==> src/rtl/fft8_pkg.sv <==
// Shared types and constants for the 8-point radix-2 FFT scheduler.
package fft8_pkg;

    localparam int NPTS   = 8;
    localparam int NSTAGE = 3;
    localparam int NBF    = 4;

    typedef enum logic [1:0] {
        ST_IDLE    = 2'd0,
        ST_LOAD    = 2'd1,
        ST_COMPUTE = 2'd2,
        ST_UNLOAD  = 2'd3
    } state_t;

    function automatic logic [2:0] bitrev3(input logic [2:0] a);
        return {a[0], a[1], a[2]};
    endfunction

endpackage

==> src/rtl/fft8_sched_if.sv <==
// Sample-in, bin-out and external butterfly datapath signals of fft8_sched.
interface fft8_sched_if #(parameter int W = 16);

    logic         in_valid;
    logic         in_ready;
    logic [W-1:0] in_r;
    logic [W-1:0] in_i;

    logic [W-1:0] bf_a_r;
    logic [W-1:0] bf_a_i;
    logic [W-1:0] bf_b_r;
    logic [W-1:0] bf_b_i;
    logic [1:0]   bf_tw;
    logic [W-1:0] bf_y0_r;
    logic [W-1:0] bf_y0_i;
    logic [W-1:0] bf_y1_r;
    logic [W-1:0] bf_y1_i;

    logic         out_valid;
    logic         out_ready;
    logic [W-1:0] out_r;
    logic [W-1:0] out_i;

    logic         busy;

    // Source / downstream / datapath side.
    modport master (
        output in_valid, in_r, in_i, out_ready,
        output bf_y0_r, bf_y0_i, bf_y1_r, bf_y1_i,
        input  in_ready, out_valid, out_r, out_i, busy,
        input  bf_a_r, bf_a_i, bf_b_r, bf_b_i, bf_tw
    );

    // Scheduler side.
    modport slave (
        input  in_valid, in_r, in_i, out_ready,
        input  bf_y0_r, bf_y0_i, bf_y1_r, bf_y1_i,
        output in_ready, out_valid, out_r, out_i, busy,
        output bf_a_r, bf_a_i, bf_b_r, bf_b_i, bf_tw
    );

endinterface

==> src/rtl/fft8_addr_gen.sv <==
// Butterfly address and twiddle generation for stage s, butterfly b (DIT, bit-reversed input).
module fft8_addr_gen
    import fft8_pkg::*;
(
    input  logic [1:0] s,
    input  logic [1:0] b,
    output logic [2:0] top,
    output logic [2:0] bot,
    output logic [1:0] tw
);

    // h = 2^s, j = b mod h, top = (b div h)*2h + j, bot = top + h, tw = j*(4/h)
    always_comb begin
        top = 3'd0;
        bot = 3'd0;
        tw  = 2'd0;
        case (s)
            2'd0: begin
                top = {b, 1'b0};
                bot = {b, 1'b1};
                tw  = 2'd0;
            end
            2'd1: begin
                top = {b[1], 1'b0, b[0]};
                bot = {b[1], 1'b1, b[0]};
                tw  = {b[0], 1'b0};
            end
            2'd2: begin
                top = {1'b0, b};
                bot = {1'b1, b};
                tw  = b;
            end
            default: begin
                top = 3'd0;
                bot = 3'd0;
                tw  = 2'd0;
            end
        endcase
    end

endmodule

==> src/rtl/fft8_sched.sv <==
// 8-point FFT scheduler: loads a frame bit-reversed, sequences 12 external butterflies, unloads bins.
module fft8_sched
    import fft8_pkg::*;
#(
    parameter int N = 4
)
(
    input  logic         clk,
    input  logic         rst,
    fft8_sched_if.slave  bus
);

    localparam int W = 2**N;

    state_t       state_r;
    state_t       state_s;
    logic [2:0]   cnt_r;
    logic [1:0]   stage_r;
    logic [1:0]   bfi_r;
    logic [2:0]   m_r;
    logic         in_ready_r;
    logic         out_valid_r;
    logic         busy_r;
    logic [W-1:0] re_r [NPTS];
    logic [W-1:0] im_r [NPTS];

    logic         accept_s;
    logic         out_hs_s;
    logic         last_bf_s;
    logic [2:0]   top_s;
    logic [2:0]   bot_s;
    logic [1:0]   tw_s;

    assign accept_s  = bus.in_valid & in_ready_r;
    assign out_hs_s  = out_valid_r & bus.out_ready;
    assign last_bf_s = (stage_r == 2'(NSTAGE - 1)) && (bfi_r == 2'(NBF - 1));

    fft8_addr_gen u_addr_gen (
        .s   (stage_r),
        .b   (bfi_r),
        .top (top_s),
        .bot (bot_s),
        .tw  (tw_s)
    );

    // Next-state logic.
    always_comb begin
        state_s = state_r;
        case (state_r)
            ST_IDLE: begin
                if (accept_s) state_s = ST_LOAD;
                else          state_s = state_r;
            end
            ST_LOAD: begin
                if (accept_s && (cnt_r == 3'd7)) state_s = ST_COMPUTE;
                else                             state_s = state_r;
            end
            ST_COMPUTE: begin
                if (last_bf_s) state_s = ST_UNLOAD;
                else           state_s = state_r;
            end
            ST_UNLOAD: begin
                if (out_hs_s && (m_r == 3'd7)) state_s = ST_IDLE;
                else                           state_s = state_r;
            end
            default: state_s = ST_IDLE;
        endcase
    end

    // State register plus status flags registered from the next state.
    always_ff @(posedge clk) begin
        if (!rst) begin
            state_r     <= ST_IDLE;
            in_ready_r  <= 1'b0;
            out_valid_r <= 1'b0;
            busy_r      <= 1'b0;
        end else begin
            state_r     <= state_s;
            in_ready_r  <= (state_s == ST_IDLE) || (state_s == ST_LOAD);
            out_valid_r <= (state_s == ST_UNLOAD);
            busy_r      <= (state_s != ST_IDLE);
        end
    end

    // Sample, butterfly and bin counters; each wraps back to zero at the end of its phase.
    always_ff @(posedge clk) begin
        if (!rst) begin
            cnt_r   <= 3'd0;
            stage_r <= 2'd0;
            bfi_r   <= 2'd0;
            m_r     <= 3'd0;
        end else begin
            case (state_r)
                ST_IDLE, ST_LOAD: begin
                    if (accept_s) cnt_r <= cnt_r + 3'd1;
                end
                ST_COMPUTE: begin
                    bfi_r <= bfi_r + 2'd1;
                    if (bfi_r == 2'(NBF - 1)) begin
                        stage_r <= last_bf_s ? 2'd0 : stage_r + 2'd1;
                    end
                end
                ST_UNLOAD: begin
                    if (out_hs_s) m_r <= m_r + 3'd1;
                end
                default: begin
                    cnt_r   <= 3'd0;
                    stage_r <= 2'd0;
                    bfi_r   <= 2'd0;
                    m_r     <= 3'd0;
                end
            endcase
        end
    end

    // Register file: bit-reversed load, in-place butterfly write-back (wrapping, no scaling).
    always_ff @(posedge clk) begin
        if (!rst) begin
            for (int i = 0; i < NPTS; i++) begin
                re_r[i] <= {W{1'b0}};
                im_r[i] <= {W{1'b0}};
            end
        end else begin
            case (state_r)
                ST_IDLE, ST_LOAD: begin
                    if (accept_s) begin
                        re_r[bitrev3(cnt_r)] <= bus.in_r;
                        im_r[bitrev3(cnt_r)] <= bus.in_i;
                    end
                end
                ST_COMPUTE: begin
                    re_r[top_s] <= bus.bf_y0_r;
                    im_r[top_s] <= bus.bf_y0_i;
                    re_r[bot_s] <= bus.bf_y1_r;
                    im_r[bot_s] <= bus.bf_y1_i;
                end
                default: begin
                end
            endcase
        end
    end

    // Butterfly operands are only driven while computing.
    always_comb begin
        bus.bf_a_r = {W{1'b0}};
        bus.bf_a_i = {W{1'b0}};
        bus.bf_b_r = {W{1'b0}};
        bus.bf_b_i = {W{1'b0}};
        bus.bf_tw  = 2'd0;
        if (state_r == ST_COMPUTE) begin
            bus.bf_a_r = re_r[top_s];
            bus.bf_a_i = im_r[top_s];
            bus.bf_b_r = re_r[bot_s];
            bus.bf_b_i = im_r[bot_s];
            bus.bf_tw  = tw_s;
        end else begin
            bus.bf_tw  = 2'd0;
        end
    end

    // Output bin mux; m only moves on a handshake so data is stable under backpressure.
    always_comb begin
        bus.out_r = {W{1'b0}};
        bus.out_i = {W{1'b0}};
        if (out_valid_r) begin
            bus.out_r = re_r[m_r];
            bus.out_i = im_r[m_r];
        end else begin
            bus.out_r = {W{1'b0}};
        end
    end

    assign bus.in_ready  = in_ready_r;
    assign bus.out_valid = out_valid_r;
    assign bus.busy      = busy_r;

endmodule

==> src/flat_wrapper.sv <==
// flat-port wrapper written by rule: the top's interface ports become plain ports
module fft8_sched_flat import fft8_pkg::*;
#(
    parameter int N = 4
)
  (clk, rst, bus_in_valid, bus_in_r, bus_in_i, bus_out_ready, bus_bf_y0_r, bus_bf_y0_i, bus_bf_y1_r, bus_bf_y1_i, bus_in_ready, bus_out_valid, bus_out_r, bus_out_i, bus_busy, bus_bf_a_r, bus_bf_a_i, bus_bf_b_r, bus_bf_b_i, bus_bf_tw);
  fft8_sched_if #(.W(16)) bus_i ();
  input  logic clk;
  input  logic rst;
  input wire logic [$bits(bus_i.in_valid)-1:0] bus_in_valid;
  input wire logic [$bits(bus_i.in_r)-1:0] bus_in_r;
  input wire logic [$bits(bus_i.in_i)-1:0] bus_in_i;
  input wire logic [$bits(bus_i.out_ready)-1:0] bus_out_ready;
  input wire logic [$bits(bus_i.bf_y0_r)-1:0] bus_bf_y0_r;
  input wire logic [$bits(bus_i.bf_y0_i)-1:0] bus_bf_y0_i;
  input wire logic [$bits(bus_i.bf_y1_r)-1:0] bus_bf_y1_r;
  input wire logic [$bits(bus_i.bf_y1_i)-1:0] bus_bf_y1_i;
  output wire logic [$bits(bus_i.in_ready)-1:0] bus_in_ready;
  output wire logic [$bits(bus_i.out_valid)-1:0] bus_out_valid;
  output wire logic [$bits(bus_i.out_r)-1:0] bus_out_r;
  output wire logic [$bits(bus_i.out_i)-1:0] bus_out_i;
  output wire logic [$bits(bus_i.busy)-1:0] bus_busy;
  output wire logic [$bits(bus_i.bf_a_r)-1:0] bus_bf_a_r;
  output wire logic [$bits(bus_i.bf_a_i)-1:0] bus_bf_a_i;
  output wire logic [$bits(bus_i.bf_b_r)-1:0] bus_bf_b_r;
  output wire logic [$bits(bus_i.bf_b_i)-1:0] bus_bf_b_i;
  output wire logic [$bits(bus_i.bf_tw)-1:0] bus_bf_tw;
  assign bus_i.in_valid = bus_in_valid;
  assign bus_i.in_r = bus_in_r;
  assign bus_i.in_i = bus_in_i;
  assign bus_i.out_ready = bus_out_ready;
  assign bus_i.bf_y0_r = bus_bf_y0_r;
  assign bus_i.bf_y0_i = bus_bf_y0_i;
  assign bus_i.bf_y1_r = bus_bf_y1_r;
  assign bus_i.bf_y1_i = bus_bf_y1_i;
  assign bus_in_ready = bus_i.in_ready;
  assign bus_out_valid = bus_i.out_valid;
  assign bus_out_r = bus_i.out_r;
  assign bus_out_i = bus_i.out_i;
  assign bus_busy = bus_i.busy;
  assign bus_bf_a_r = bus_i.bf_a_r;
  assign bus_bf_a_i = bus_i.bf_a_i;
  assign bus_bf_b_r = bus_i.bf_b_r;
  assign bus_bf_b_i = bus_i.bf_b_i;
  assign bus_bf_tw = bus_i.bf_tw;
  fft8_sched #(.N(N)) u_core (.clk(clk), .rst(rst), .bus(bus_i));
endmodule
==> config.mk <==
export PLATFORM = sky130hd
export DESIGN_NAME = fft8_sched_flat
export DESIGN_NICKNAME = d
export VERILOG_FILES = /design/src/rtl/fft8_pkg.sv /design/src/rtl/fft8_sched_if.sv /design/src/rtl/fft8_addr_gen.sv /design/src/rtl/fft8_sched.sv /design/src/flat_wrapper.sv
export SDC_FILE = /design/constraint.sdc
export NUM_CORES = 1
export LEC_CHECK = 0
export ABC_AREA = 1
export CORE_MARGIN = 2
export CORE_UTILIZATION = 30
export CTS_BUF_LIST = sky130_fd_sc_hd__clkbuf_8
export DETAILED_ROUTE_END_ITERATION = 10
export DONT_BUFFER_PORTS = 1
export PLACE_DENSITY = 0.49
export SLEW_MARGIN = 20
export SYNTH_ARGS = -nofsm -noshare
export SYNTH_HDL_FRONTEND = slang
export SYNTH_SLANG_ARGS = --single-unit
==> constraint.sdc <==
create_clock -name clk -period 9.13 [get_ports clk]
set_input_delay 2.739 -clock clk [delete_from_list [all_inputs] [get_ports clk]]
set_output_delay 2.739 -clock clk [all_outputs]
set_load 0.02 [all_outputs]
Word level (Yosys, flattened, before mapping)

Memories as Yosys holds them, arrays and structs flattened. A register that Yosys moved wholly into a read port is not among the register bits.
Cells that the tools add are included.

Flip-flop bits (word level): 15
Bits in writable memories: 256
Bits of input ports: 100
Memories kept: 2

Add/subtract/negate cells: 4
Equality and inequality tests: 10
Muxes and demuxes: 46
Bitwise logic cells: 2
Reduce and logical (&&, ||, !) cells: 18

Memory list:

| memory      | words | width | rd ports | clocked after Yosys merged registers in | write ports | line             | text |
|---|---|---|---|---|---|---|---|
| u_core.im_r | 8     | 16    | 3        | 1                                       | 8           | fft8_sched.sv:25 | `logic [W-1:0] im_r [NPTS];` |
| u_core.re_r | 8     | 16    | 3        | 1                                       | 8           | fft8_sched.sv:24 | `logic [W-1:0] re_r [NPTS];` |

Operators by type and width:

| operator              | number |
|---|---|
| $mux W16              | 12 |
| $reduce_or A16 Y1     | 6 |
| $mux W3               | 10 |
| $pmux W3 S3           | 2 |
| $mux W1               | 14 |
| $mux W2               | 6 |
| $eq A2 B2 Y1 const B  | 5 |
| $pmux W2 S4           | 1 |
| $add A3 B1 Y3 const B | 2 |
| $eq A2 B1 Y1 const B  | 3 |
| $eq A3 B3 Y1 const B  | 2 |
| $logic_not A2 Y1      | 3 |
| $reduce_and A2 Y1     | 3 |
| $add A2 B1 Y2 const B | 2 |
| $pmux W2 S2           | 1 |
| $logic_and A1 B1 Y1   | 3 |
| $and A1 B1 Y1         | 2 |
| $reduce_bool A2 Y1    | 1 |
| $reduce_or A2 Y1      | 1 |
| $logic_or A1 B1 Y1    | 1 |

Logic depth before layout (Yosys ltp)

Gate-level depths: netlist (run 1).

Depth after elaboration: 8
Mapped depth: 13
Mapped depth without buffers: 11

By module

A second synthesis (run 1) with hierarchy kept.

Cell total of the unflattened synthesis: 3286
Area total of the unflattened synthesis: 21320.4 um^2

By module, submodules not included:

| module        | times used | cells an instance | area each (um^2) | sequential area each (um^2) |
|---|---|---|---|---|
| fft8_sched    | 1          | 3259              | 21176.6          | 8047.7 |
| fft8_addr_gen | 1          | 27                | 143.9            | 0.0 |

Least setup slack after synthesis (run 1)

Ideal clock, no wire load.

Path type: input port to flip-flop
From: in rst
To: mem u_core.im_r[4][0], enable pin
Library setup time: 0.466 ns
Data arrival time: 5.810 ns
Path slack: 2.854 ns
Cell stages on the path: 5
Path buffers: 1
Path through: clkbuf_1 nand2_2 nand2_1 nand2_2 o21ai_0

RTL lines:

| element     | line              | text |
|---|---|---|
| from (decl) | flat_wrapper.sv:9 | `input logic rst;` |
| to (decl)   | fft8_sched.sv:25  |  |

Worst setup path after layout (run 1)

From: reg u_core.stage_r[0]
To: out bus_bf_b_r[15]

Word-level cells in the longest chain between the ends: 4

Ends and longest elaborated chain:

| element                              | line                | text |
|---|---|---|
| from (decl)                          | fft8_sched.sv:18    | `logic [1:0] stage_r;` |
| from (signal assigned)               | fft8_sched.sv:100   | `stage_r <= last_bf_s ? 2'd0 : stage_r + 2'd1;` |
| $eq A2 B2 Y1 (tied with other cells) | fft8_addr_gen.sv:17 | `case (s)` |
| $pmux W3 S3 *                        | fft8_addr_gen.sv:17 |  |
| $mem_v2 Z8 W16 *                     | n/a                 |  |
| $mux W16 *                           | fft8_sched.sv:150   | `if (state_r == ST_COMPUTE) begin` |
| to (decl)                            | flat_wrapper.sv:25  | `output wire logic [$bits(bus_i.bf_b_r)-1:0] bus_bf_b_r;` |

Every way passes the cells marked *; elsewhere a longest branch is shown, timed or not.

==> results by group, run 1 <==
Timing
  • Min Clock Period, post-route: 7.45 ns
  • Relative max-transition margin: 0.254
  • Actual transition at the worst max-transition pin: 1.12 ns
  • Final setup viols: 0
  • Final Hold Viols: 0
  • RSZ-0062 raised after global routing: no
  • Setup Skew: 0.0394 ns
  • Final TNS setup: 0 ns
  • Worst path setup slack after routing: 1.68 ns
  • Tcrit/Tclk final: 0.816
  • Number of pins with negative max-slew slack in the final report: 0
  • Max frequency: 0.134 GHz

Synthesis
  • Seq cells post-synth: 274
  • Area share of the leading cell type in the synthesized netlist: 0.362
  • Most area-hungry cell type in the Yosys netlist: sky130_fd_sc_hd__edfxtp_1
  • Average cell area after synthesis: about 6.3 µm²
  • Nets in the synthesized netlist: approximately 3500
  • Post-synthesis instance area: between 20000 and 25000 µm²
  • Syn Inst Count: about 3300
  • Number of distinct standard cells referenced by the synthesized netlist: 28
  • Cell types occupying the most area after synthesis: sky130_fd_sc_hd__edfxtp_1, sky130_fd_sc_hd__nand2_1, sky130_fd_sc_hd__nand3_1
  • Number of synthesized flops with an enable pin: 256
  • Synth async-reset ratio: 0
  • Total number of yosys warnings: 0
  • Register area share after synthesis: 0.379
  • Most common cell in the netlist: sky130_fd_sc_hd__nand2_1
  • Most used DFF post-synth: sky130_fd_sc_hd__edfxtp_1
  • Leading cell types by count after synthesis: sky130_fd_sc_hd__nand2_1, sky130_fd_sc_hd__nor2_1, sky130_fd_sc_hd__nand3_1

Die
  • Core area: between 70000 and 80000 µm²
  • Count of boundary I/O pins: 201
  • Initial cell density of the core: 0.303
  • Die area: 72900 µm²
  • X dimension of the die: 270 µm
  • Die extent in y: 270 µm
  • Number of standard-cell rows in the floorplan: 97

Global routing
  • Global-route total usage across every layer: 0.258
  • Pin count of the biggest net entering global routing: 90
  • Global-route wire length before repair: 141000 µm
  • Total congestion overflow after global routing: 0
  • Antenna violations before repair: 2
  • Number of global-route vias before repair: 20558

Power and ir drop
  • Clock network fraction of total power: 0.428
  • Total leakage power: 9.82 nW
  • Comb pwr share: 0.071
  • Sw power: 793 µW
  • Internal portion of total power: approximately 2.1 mW
  • Pwr/cell area: 128 nW/µm²
  • Sequential Power Share: 0.501
  • Switching share of total power: 0.272
  • IR Drop Worst-Case VDD: 0.0939 mV

Clocking
  • Hold_buf cts: 0
  • Clock buffer count from CTS: 53
  • Later-pin clock latency in the skew report: between 0.6 and 0.7 ns
  • Worst-case clock buffer depth: 3
  • Root buffer cell: sky130_fd_sc_hd__clkbuf_8
  • Sinks on the clock net: 274
  • Clk slew on worst S/H paths: 0.06 ns
  • Deepest level of the CTS H-tree: 2
  • Count of cells resized by post-cts repair: 0
  • TritonCTS clock tree: done
  • Post-CTS Setup Repair Bufs: 0

Cells and area
  • Fin area: approximately 23000 µm²
  • Fraction of the core area covered by cells at the end of the flow: 0.327
  • Synth-to-Final Area Change: 7.79%
  • NumNets Final: 3286
  • Fraction of layout cells with a size suffix above 1: 0.0681
  • Filler cell count: roughly 7600

Worst setup path
  • Worst-case register-to-register setup slack: 3.56 ns
  • Startpoint type of the worst setup path: flip-flop
  • Arrival time of data at the critical path endpoint: 4.71 ns
  • Worst setup path class: flip-flop to output port
  • Worst-path maximum fanout: 61
  • Nature of the critical path endpoint: output port
  • Endpoint required time on the critical path: 6.39 ns

Detailed routing
  • Residual antenna-violating net count after detailed routing: 0
  • Violation count after the first detailed-route iteration: 2184
  • Vias: 21863
  • Vias per cell: 5.26
  • Wire per inst: roughly 23 µm
  • Pre-antenna DRT Iters: 5
  • Total wirelength of the detailed-routed design: between 90000 and 100000 µm
  • Count of unresolved DRC violations after routing: 0

Placement
  • Routability-driven placement congestion ratio: 0.808
  • Number of input and output port buffers inserted: 0
  • Area of placed instances: 21900 µm²
  • Half-perimeter wire length after placement: between 50000 and 60000 µm
  • Pre-CTS WS: approximately 2.4 ns

Worst hold path
  • Path class of the lowest-slack min-delay path: flip-flop to flip-flop

Status
  • Run status: finished, final reports clean

Run
  • Number of maximum-capacitance violations: 0
[state kept, by name, summed over array words and instances, names as in the netlist, named ones only]
signal	cells
u_core.re_r	128
u_core.bfi_r	2
u_core.stage_r	2
u_core.bus.out_valid	1
u_core.m_r	3
u_core.bus.busy	1
u_core.state_r	2
u_core.bus.in_ready	1
u_core.cnt_r	3
u_core.im_r	128
[power by group through the flow]
| stage | registers (mW) | clock network [mW] | logic, mW |
|---|---|---|---|
| finish | 1.46 | 1.25 | 0.207 |
| global route | 1.47 | 1.31 | 0.234 |
| CTS | 1.46 | 1.27 | 0.206 |
| detailed placement | 1.49 | 0 | 0.206 |
| global placement | 1.49 | 0 | 0.205 |
| floorplan | 1.48 | 0 | 0.156 |
[cells in the final DEF (no fill, tap or decap), drive strengths merged, types with 17 or more instances in the layout]
cell type,instances
o21ai,262
clkbuf,59
nand3,417
inv,232
nand2,1218
or2,17
buf,47
nor2,493
edfxtp,256
nand3b,42
dfxtp,18
clkinv,19
a21oi,104
[final cells by class]
cell class	instances	area [µm²]	share of cell area
multi-input combinational	2580	11400	0.499
sequential	274	8060	0.352
tap	940	1180	0.0514
inverter	220	832	0.0364
clock buffer	59	812	0.0355
timing repair buffer	47	378	0.0165
clock inverter	34	195	0.00853
antenna	1	2.50	0.000109
[routing by layer]
| layer | wire length [µm] | up-vias | track usage | share of wire |
|---|---|---|---|---|
| met3 | 8060 | 172 | 0.0487 | 0.083 |
| met4 | 2500 | 0 | 0.0722 | 0.026 |
| li1 | - | 10387 | - | - |
| met1 | 40900 | 10343 | 0.337 | 0.42 |
| met5 | 0 | - | 0 | 0 |
| met2 | 45200 | 961 | 0.435 | 0.47 |
[critical path, stage by stage, from the launching register on]
cell and delay, ns:
sky130_fd_sc_hd__dfxtp_1 0.34, sky130_fd_sc_hd__inv_1 0.14, sky130_fd_sc_hd__ha_1 0.19, sky130_fd_sc_hd__nand2_1 0.13
sky130_fd_sc_hd__nand2_4 0.72, sky130_fd_sc_hd__nand2_4 0.60, sky130_fd_sc_hd__nand2_4 0.66, sky130_fd_sc_hd__buf_12 0.39
sky130_fd_sc_hd__nand2_1 0.09, sky130_fd_sc_hd__nand3_1 0.10, sky130_fd_sc_hd__nand2_1 0.07, sky130_fd_sc_hd__nor2_1 0.56
[worst paths after layout]
path / start / endpoint / depth (start not counted)
worst min-delay path: u_core.m_r[2] / flip-flop / 2
worst max register to register: u_core.stage_r[0] / u_core.im_r[7][12] / 13
worst max-delay path: u_core.stage_r[0] / bus_bf_b_r[15] / 11
worst min register to register: u_core.m_r[2] / flip-flop / 2
[cells by family after synthesis]
kind of cell / after synthesis / share of synthesized area
compound gates: 379 / 0.0948
xor+xnor: 2 / 0.000825
fa+ha+maj: 10 / 0.00590
buf+inv: 492 / 0.0929
flops: 274 / 0.379
simple gates: 2189 / 0.426
[metrics by stage]
step           std cells  power, mW  hold slack (ns)
2_1_floorplan       3346       1.63            0.449
3_3_place_gp        4061       1.69            0.495
3_5_place_dp        4061       1.69            0.497
4_1_cts             4154       2.94            0.511
5_1_grt             4155       3.01            0.548
6_report            4155       2.92            0.507
Note: power is estimated with default switching activity, not from simulation.
==> inputs of run 2 (changes only) <==
==> constraint.sdc (replaced) <==
create_clock -name clk -period 7.4 [get_ports clk]
set_input_delay 2.22 -clock clk [delete_from_list [all_inputs] [get_ports clk]]
set_output_delay 2.22 -clock clk [all_outputs]
set_load 0.02 [all_outputs]
==> run 2 against run 1 <==
Clock power rose by 18%; core utilization increased by 0.15 points; global-route usage is 0.085 points higher; via count rose by 0.21%; flip-flop and latch count did not move; largest power group unchanged; highest routed layer is now met5; critical path depth decreased by 2; sequential power grew 24%; first-iteration DRC count up 3.6%; design area rose by 0.45%; sequential share of layout area shrank 0.16 points; die area unchanged.
==> results by group, run 2 (synthesis gave the netlist of run 1 again) <==
Worst setup path
  • Largest incremental delay on the critical path: 0.65 ns (-0.07 ns)
  • Endpoint required time on the critical path: 5.18 ns (-1.21 ns)
  • Cell-by-cell listing of the critical path: ha_1, inv_4, buf_4, nand2_4, buf_4, nand2_1, nand3_1, nand3_1, nor2_1
  • Startpoint type of the worst setup path: flip-flop
  • Worst-path maximum fanout: 59 (-3.3%)
  • Arrival time of data at the critical path endpoint: 4.05 ns (-0.66 ns)
  • Slowest cell on crit path: sky130_fd_sc_hd__buf_4
  • Nature of the critical path endpoint: output port
  • Worst setup path class: flip-flop to output port

Cells and area
  • Highest-count cells in the layout ignoring fill and taps: sky130_fd_sc_hd__nand2_1, sky130_fd_sc_hd__nor2_1, sky130_fd_sc_hd__nand3_1, sky130_fd_sc_hd__edfxtp_1, sky130_fd_sc_hd__inv_1
  • Fraction of layout cells with a size suffix above 1: 0.0707 (+0.00251)
  • Most common cell after layout, fill and taps aside: sky130_fd_sc_hd__nand2_1
  • Area used by sequential logic in the layout: 8060 µm² (unchanged)
  • NumNets Final: 3296 (+0.30%)
  • Fraction of the core area covered by cells at the end of the flow: 0.328 (+0.00148)
  • Area occupied by multi-input gates: 11400 µm² (about the same)
  • Filler cell count: 7682 (+1.2%)
  • Registers with the most flip-flops: u_core.im_r (128), u_core.re_r (128)
  • Synth-to-Final Area Change: 8.28%

Clocking
  • Later-pin clock latency in the skew report: 0.67 ns (-0.02 ns)
  • Sinks on the clock net: 274 (unchanged)
  • Clk slew on worst S/H paths: 0.08 ns (+0.02 ns)
  • Worst-case clock buffer depth: 3 (unchanged)
  • Clock buffer count from CTS: 52 (-1.9%)
  • Deepest level of the CTS H-tree: 2 (unchanged)
  • Count of cells resized by post-cts repair: 0 (unchanged)
  • Post-CTS Setup Repair Bufs: 0 (unchanged)
  • Hold_buf cts: 0 (unchanged)
  • TritonCTS clock tree: done
  • Root buffer cell: sky130_fd_sc_hd__clkbuf_8

Die
  • Count of boundary I/O pins: 201 (unchanged)
  • Core area: 70000 µm² (unchanged)
  • Number of standard-cell rows in the floorplan: 97 (unchanged)
  • Initial cell density of the core: 0.303 (unchanged)
  • Die area: 72900 µm² (unchanged)
  • X dimension of the die: 270 µm (unchanged)
  • Die extent in y: 270 µm (unchanged)

Global routing
  • Global-route total usage across every layer: 0.259 (+0.000847)
  • Pin count of the biggest net entering global routing: 103 (+14%)
  • Number of global-route vias before repair: 20603 (+0.22%)
  • Global-route wire length before repair: 142000 µm (+0.30%)
  • Antenna violations before repair: 3 (+1)
  • Total congestion overflow after global routing: 0 (unchanged)

Timing
  • Number of pins with negative max-slew slack in the final report: 0 (unchanged)
  • Setup Skew: 0.0451 ns (+0.00571 ns)
  • Tcrit/Tclk final: 0.847
  • Actual transition at the worst max-transition pin: 1.14 ns (+0.0233 ns)
  • Final TNS setup: 0 ns (unchanged)
  • Final setup viols: 0 (unchanged)
  • RSZ-0062 raised after global routing: no
  • Max frequency: 0.159 GHz
  • Final Hold Viols: 0 (unchanged)
  • Min Clock Period, post-route: 6.27 ns
  • Relative max-transition margin: 0.239 (-0.0155)

Status
  • Run status: finished, final reports clean

Run
  • Number of maximum-capacitance violations: 0 (unchanged)

Detailed routing
  • Violation count after the first detailed-route iteration: 2262 (+3.6%)
  • Pre-antenna DRT Iters: 6 (+1)
  • Count of unresolved DRC violations after routing: 0 (unchanged)
  • Vias per cell: 5.25 (-0.15%)
  • Vias: 21910 (+0.21%)
  • Residual antenna-violating net count after detailed routing: 0 (unchanged)
  • Total wirelength of the detailed-routed design: 97100 µm (+0.42%)
  • Wire per inst: 23.3 µm (about the same)

Power and ir drop
  • IR Drop Worst-Case VDD: 0.107 mV (+14%)
  • Total leakage power: 9.87 nW (+0.45%)
  • Pwr/cell area: 154 nW/µm² (+21%)

Placement
  • Routability-driven placement congestion ratio: 0.843 (+4.4%)
  • Number of input and output port buffers inserted: 0 (unchanged)
  • Half-perimeter wire length after placement: 59100 µm (+7.1%)

Worst hold path
  • Path class of the lowest-slack min-delay path: flip-flop to flip-flop
==> run 2: cell types whose count changed in the layout (fill, tap and decap cells not counted), sizes merged, moves of 2 or more <==
cell / change
clkbuf: -7
inv: +4
diode: +2
clkinv: +7
buf: +11
==> run 2: layout make-up <==
cell class / count / share of cell area
Multi-Input combinational cell: 2580 / 0.497
Antenna cell: 3 / 0.000327
Inverter: 220 / 0.0362
Tap cell: 940 / 0.0512
Clock buffer: 52 / 0.0311
Sequential cell: 274 / 0.351
Clock inverter: 43 / 0.00996
Timing Repair Buffer: 58 / 0.0237
==> run 2: layer usage <==
metal  GRT usage  part of all wire
met5           0          0.000082
met4      0.0852             0.028
met3      0.0608             0.091
met2       0.422              0.46
met1       0.337              0.42
==> run 2: where the power goes <==
| group | internal, mW | switching [mW] | total, mW |
|---|---|---|---|
| Sequential | 1.76 | 0.0567 | 1.81 |
| Combinational | 0.0753 | 0.183 | 0.259 |
| Clock | 0.699 | 0.766 | 1.47 |
==> run 2: critical path: cells and delay by family, from the launching register on <==
kind          cells  cell delay [ns]
flops             1             0.38
fa+ha+maj         1             0.24
buf+inv           3             1.65
simple gates      5             1.05
==> run 2: worst paths after layout <==
check / from / endpoint / slack (ns) / depth (start not counted)
hold / removal: u_core.cnt_r[2] / u_core.cnt_r[2] / 0.49 / 2
setup / recovery: u_core.stage_r[1] / bus_bf_b_i[1] / 1.13 / 9
hold reg to reg: u_core.cnt_r[2] / u_core.cnt_r[2] / 0.49 / 2
setup reg to reg: u_core.state_r[1] / u_core.im_r[6][15] / 2.96 / 8
==> run 2: metrics by stage <==
stage               cells  cell area, µm²  setup WS (ns)  power (mW)  hold WS (ns)
floorplan            3346           21200           1.64        2.01         0.449
global placement     4067           21900           1.86        2.10         0.471
detailed placement   4070           22000           1.87        2.10         0.484
CTS                  4165           22900           1.15        3.55         0.493
global route         4168           23000           1.01        3.65         0.531
finish               4170           23000           1.13        3.54         0.494
==> inputs of run 3 (changes only) <==
==> constraint.sdc (replaced) <==
create_clock -name clk -period 5.9 [get_ports clk]
set_input_delay 1.77 -clock clk [delete_from_list [all_inputs] [get_ports clk]]
set_output_delay 1.77 -clock clk [all_outputs]
set_load 0.02 [all_outputs]
==> run 3 against run 2 <==
Count of clock-buffer cells in the layout grew 3; clock skew down 0.010 ns; combinational power grew 26%; power grew 29%; critical path depth fell by 1; sequential share of layout area is 0.84 points lower; core utilization increased by 0.81 points; largest power group unchanged.
==> results by group, run 3 (synthesis gave the netlist of run 1 again) <==
Timing
  • Worst path setup slack after routing: 0.404 ns (-0.725 ns)
  • Tcrit/Tclk final: 0.932
  • Max frequency: 0.182 GHz
  • Setup Skew: 0.0350 ns (-0.0101 ns)
  • RSZ-0062 raised after global routing: no
  • Min Clock Period, post-route: 5.50 ns
  • Number of pins with negative max-slew slack in the final report: 0 (unchanged)
  • Relative max-transition margin: 0.240 (+0.00185)
  • Final Hold Viols: 0 (unchanged)
  • Hold slack: 0.478 ns (-0.0160 ns)
  • Actual transition at the worst max-transition pin: 1.14 ns (-0.00547 ns)
  • Final setup viols: 0 (unchanged)
  • Final TNS setup: 0 ns (unchanged)

Clocking
  • Clk slew on worst S/H paths: 0.06 ns (-0.02 ns)
  • Post-CTS Setup Repair Bufs: 0 (unchanged)
  • Later-pin clock latency in the skew report: 0.69 ns (+0.02 ns)
  • Deepest level of the CTS H-tree: 2 (unchanged)
  • Count of cells resized by post-cts repair: 0 (unchanged)
  • Clock buffer count from CTS: 55 (+5.8%)
  • Hold_buf cts: 0 (unchanged)
  • Sinks on the clock net: 274 (unchanged)
  • Worst-case clock buffer depth: 3 (unchanged)
  • Root buffer cell: sky130_fd_sc_hd__clkbuf_8
  • TritonCTS clock tree: done

Worst setup path
  • Worst-case register-to-register setup slack: 2.02 ns (-0.94 ns)
  • Dominant delay contributor by cell family on the critical path: buffers and inverters
  • Slowest cell on crit path: sky130_fd_sc_hd__buf_4
  • Worst setup path class: flip-flop to output port
  • Nature of the critical path endpoint: output port
  • Cell-by-cell listing of the critical path: ha_1, inv_4, buf_4, a21oi_4, buf_4, nand3_1, nand2_1, nor2_1
  • Most numerous cell on the critical path: sky130_fd_sc_hd__buf_4
  • Worst Path Buf+Inv: 3 (unchanged)
  • Worst-path maximum fanout: 44 (-25%)
  • Arrival time of data at the critical path endpoint: 3.73 ns (-0.32 ns)
  • Largest incremental delay on the critical path: 0.63 ns (-0.02 ns)
  • Endpoint required time on the critical path: 4.13 ns (-1.05 ns)
  • Startpoint type of the worst setup path: flip-flop

Cells and area
  • Most common cell after layout, fill and taps aside: sky130_fd_sc_hd__nand2_1
  • Fraction of layout cells with a size suffix above 1: 0.0876 (+0.0169)
  • Area used by sequential logic in the layout: 8060 µm² (unchanged)
  • NumNets Final: 3355 (+1.8%)
  • Filler cell count: 7662 (-0.26%)
  • Highest-count cells in the layout ignoring fill and taps: sky130_fd_sc_hd__nand2_1, sky130_fd_sc_hd__nor2_1, sky130_fd_sc_hd__nand3_1, sky130_fd_sc_hd__edfxtp_1, sky130_fd_sc_hd__inv_1
  • Registers with the most flip-flops: u_core.im_r (128), u_core.re_r (128)
  • Fin area: 23500 µm² (+2.5%)
  • Synth-to-Final Area Change: 10.9%
  • Area occupied by multi-input gates: 11400 µm² (unchanged)

Global routing
  • Pin count of the biggest net entering global routing: 107 (+3.9%)
  • Number of global-route vias before repair: 19985 (-3.0%)
  • Global-route wire length before repair: 139000 µm (-1.6%)
  • Total congestion overflow after global routing: 0 (unchanged)
  • Global-route total usage across every layer: 0.255 (-0.00452)
  • Antenna violations before repair: 4 (+1)

Run
  • Number of maximum-capacitance violations: 0 (unchanged)

Placement
  • Area of placed instances: 22500 µm² (+2.4%)
  • Pre-CTS WS: 1.09 ns (-0.781 ns)
  • Half-perimeter wire length after placement: 59700 µm (+1.1%)
  • Number of input and output port buffers inserted: 0 (unchanged)
  • Routability-driven placement congestion ratio: 0.838 (-0.68%)

Power and ir drop
  • IR Drop Worst-Case VDD: 0.142 mV (+32%)
  • Power, Total: 4.57 mW (+29%)
  • Pwr/cell area: 194 nW/µm² (+26%)
  • Total leakage power: 10.2 nW (+3.6%)

Die
  • X dimension of the die: 270 µm (unchanged)
  • Initial cell density of the core: 0.303 (unchanged)
  • Die extent in y: 270 µm (unchanged)
  • Number of standard-cell rows in the floorplan: 97 (unchanged)
  • Die area: 72900 µm² (unchanged)
  • Count of boundary I/O pins: 201 (unchanged)
  • Core area: 70000 µm² (unchanged)

Status
  • Run status: finished, final reports clean

Detailed routing
  • Count of unresolved DRC violations after routing: 0 (unchanged)
  • Vias: 22225 (+1.4%)
  • Vias per cell: 5.25 (about the same)
  • Violation count after the first detailed-route iteration: 2592 (+15%)
  • Pre-antenna DRT Iters: 7 (+1)
  • Residual antenna-violating net count after detailed routing: 0 (unchanged)
  • Wire per inst: 22.6 µm (-2.7%)
  • Total wirelength of the detailed-routed design: 95800 µm (-1.3%)

Worst hold path
  • Path class of the lowest-slack min-delay path: flip-flop to flip-flop
[run 3: cell types whose count changed in the layout (fill, tap and decap cells not counted), sizes merged]
cell | previous run | this run
clkinv | 26 | 29
clkbuf | 52 | 55
buf | 58 | 114
bufinv | 1 | 3
inv | 236 | 232
clkinvlp | 0 | 1
[run 3: power breakdown]
| part | internal, mW | switching, mW |
|---|---|---|
| sequential | 2.20 | 0.0706 |
| clock | 1.00 | 0.961 |
| combinational | 0.0991 | 0.227 |
| total | 3.31 | 1.26 |
[run 3: layer usage]
metal,up-vias,global-route usage,wire length [µm]
met5,-,0,0
met4,0,0.0779,2810
met3,162,0.0458,8960
met2,1118,0.405,43000
met1,10410,0.350,41000
li1,10535,-,-
[run 3: metrics by stage]
stage / cells / util
finish: 4231 / 0.336
detailed placement: 4128 / 0.321
floorplan: 3346 / -
global placement: 4128 / 0.321
CTS: 4228 / 0.336
global route: 4230 / 0.336
[run 3: final cells by class]
| class | instances | area share |
|---|---|---|
| Antenna cell | 3 | 0.000319 |
| Timing Repair Buffer | 114 | 0.0433 |
| Tap cell | 940 | 0.0499 |
| Multi-Input combinational cell | 2580 | 0.485 |
| Sequential cell | 274 | 0.342 |
| Inverter | 220 | 0.0353 |
| Clock buffer | 55 | 0.0321 |
| Clock inverter | 45 | 0.0120 |
[run 3: worst paths after layout]
kind,depth (start not counted),end,from
max,8,bus_bf_b_r[11],u_core.stage_r[1]
min,2,u_core.cnt_r[2],u_core.cnt_r[2]
max reg2reg,10,u_core.im_r[3][14],u_core.stage_r[1]
min reg2reg,2,u_core.cnt_r[2],u_core.cnt_r[2]
[run 3: tightest hold or removal path, stage by stage, from the launching register on]
cell	delay, ns
sky130_fd_sc_hd__dfxtp_1	0.31
sky130_fd_sc_hd__inv_1	0.07
sky130_fd_sc_hd__a21oi_1	0.06
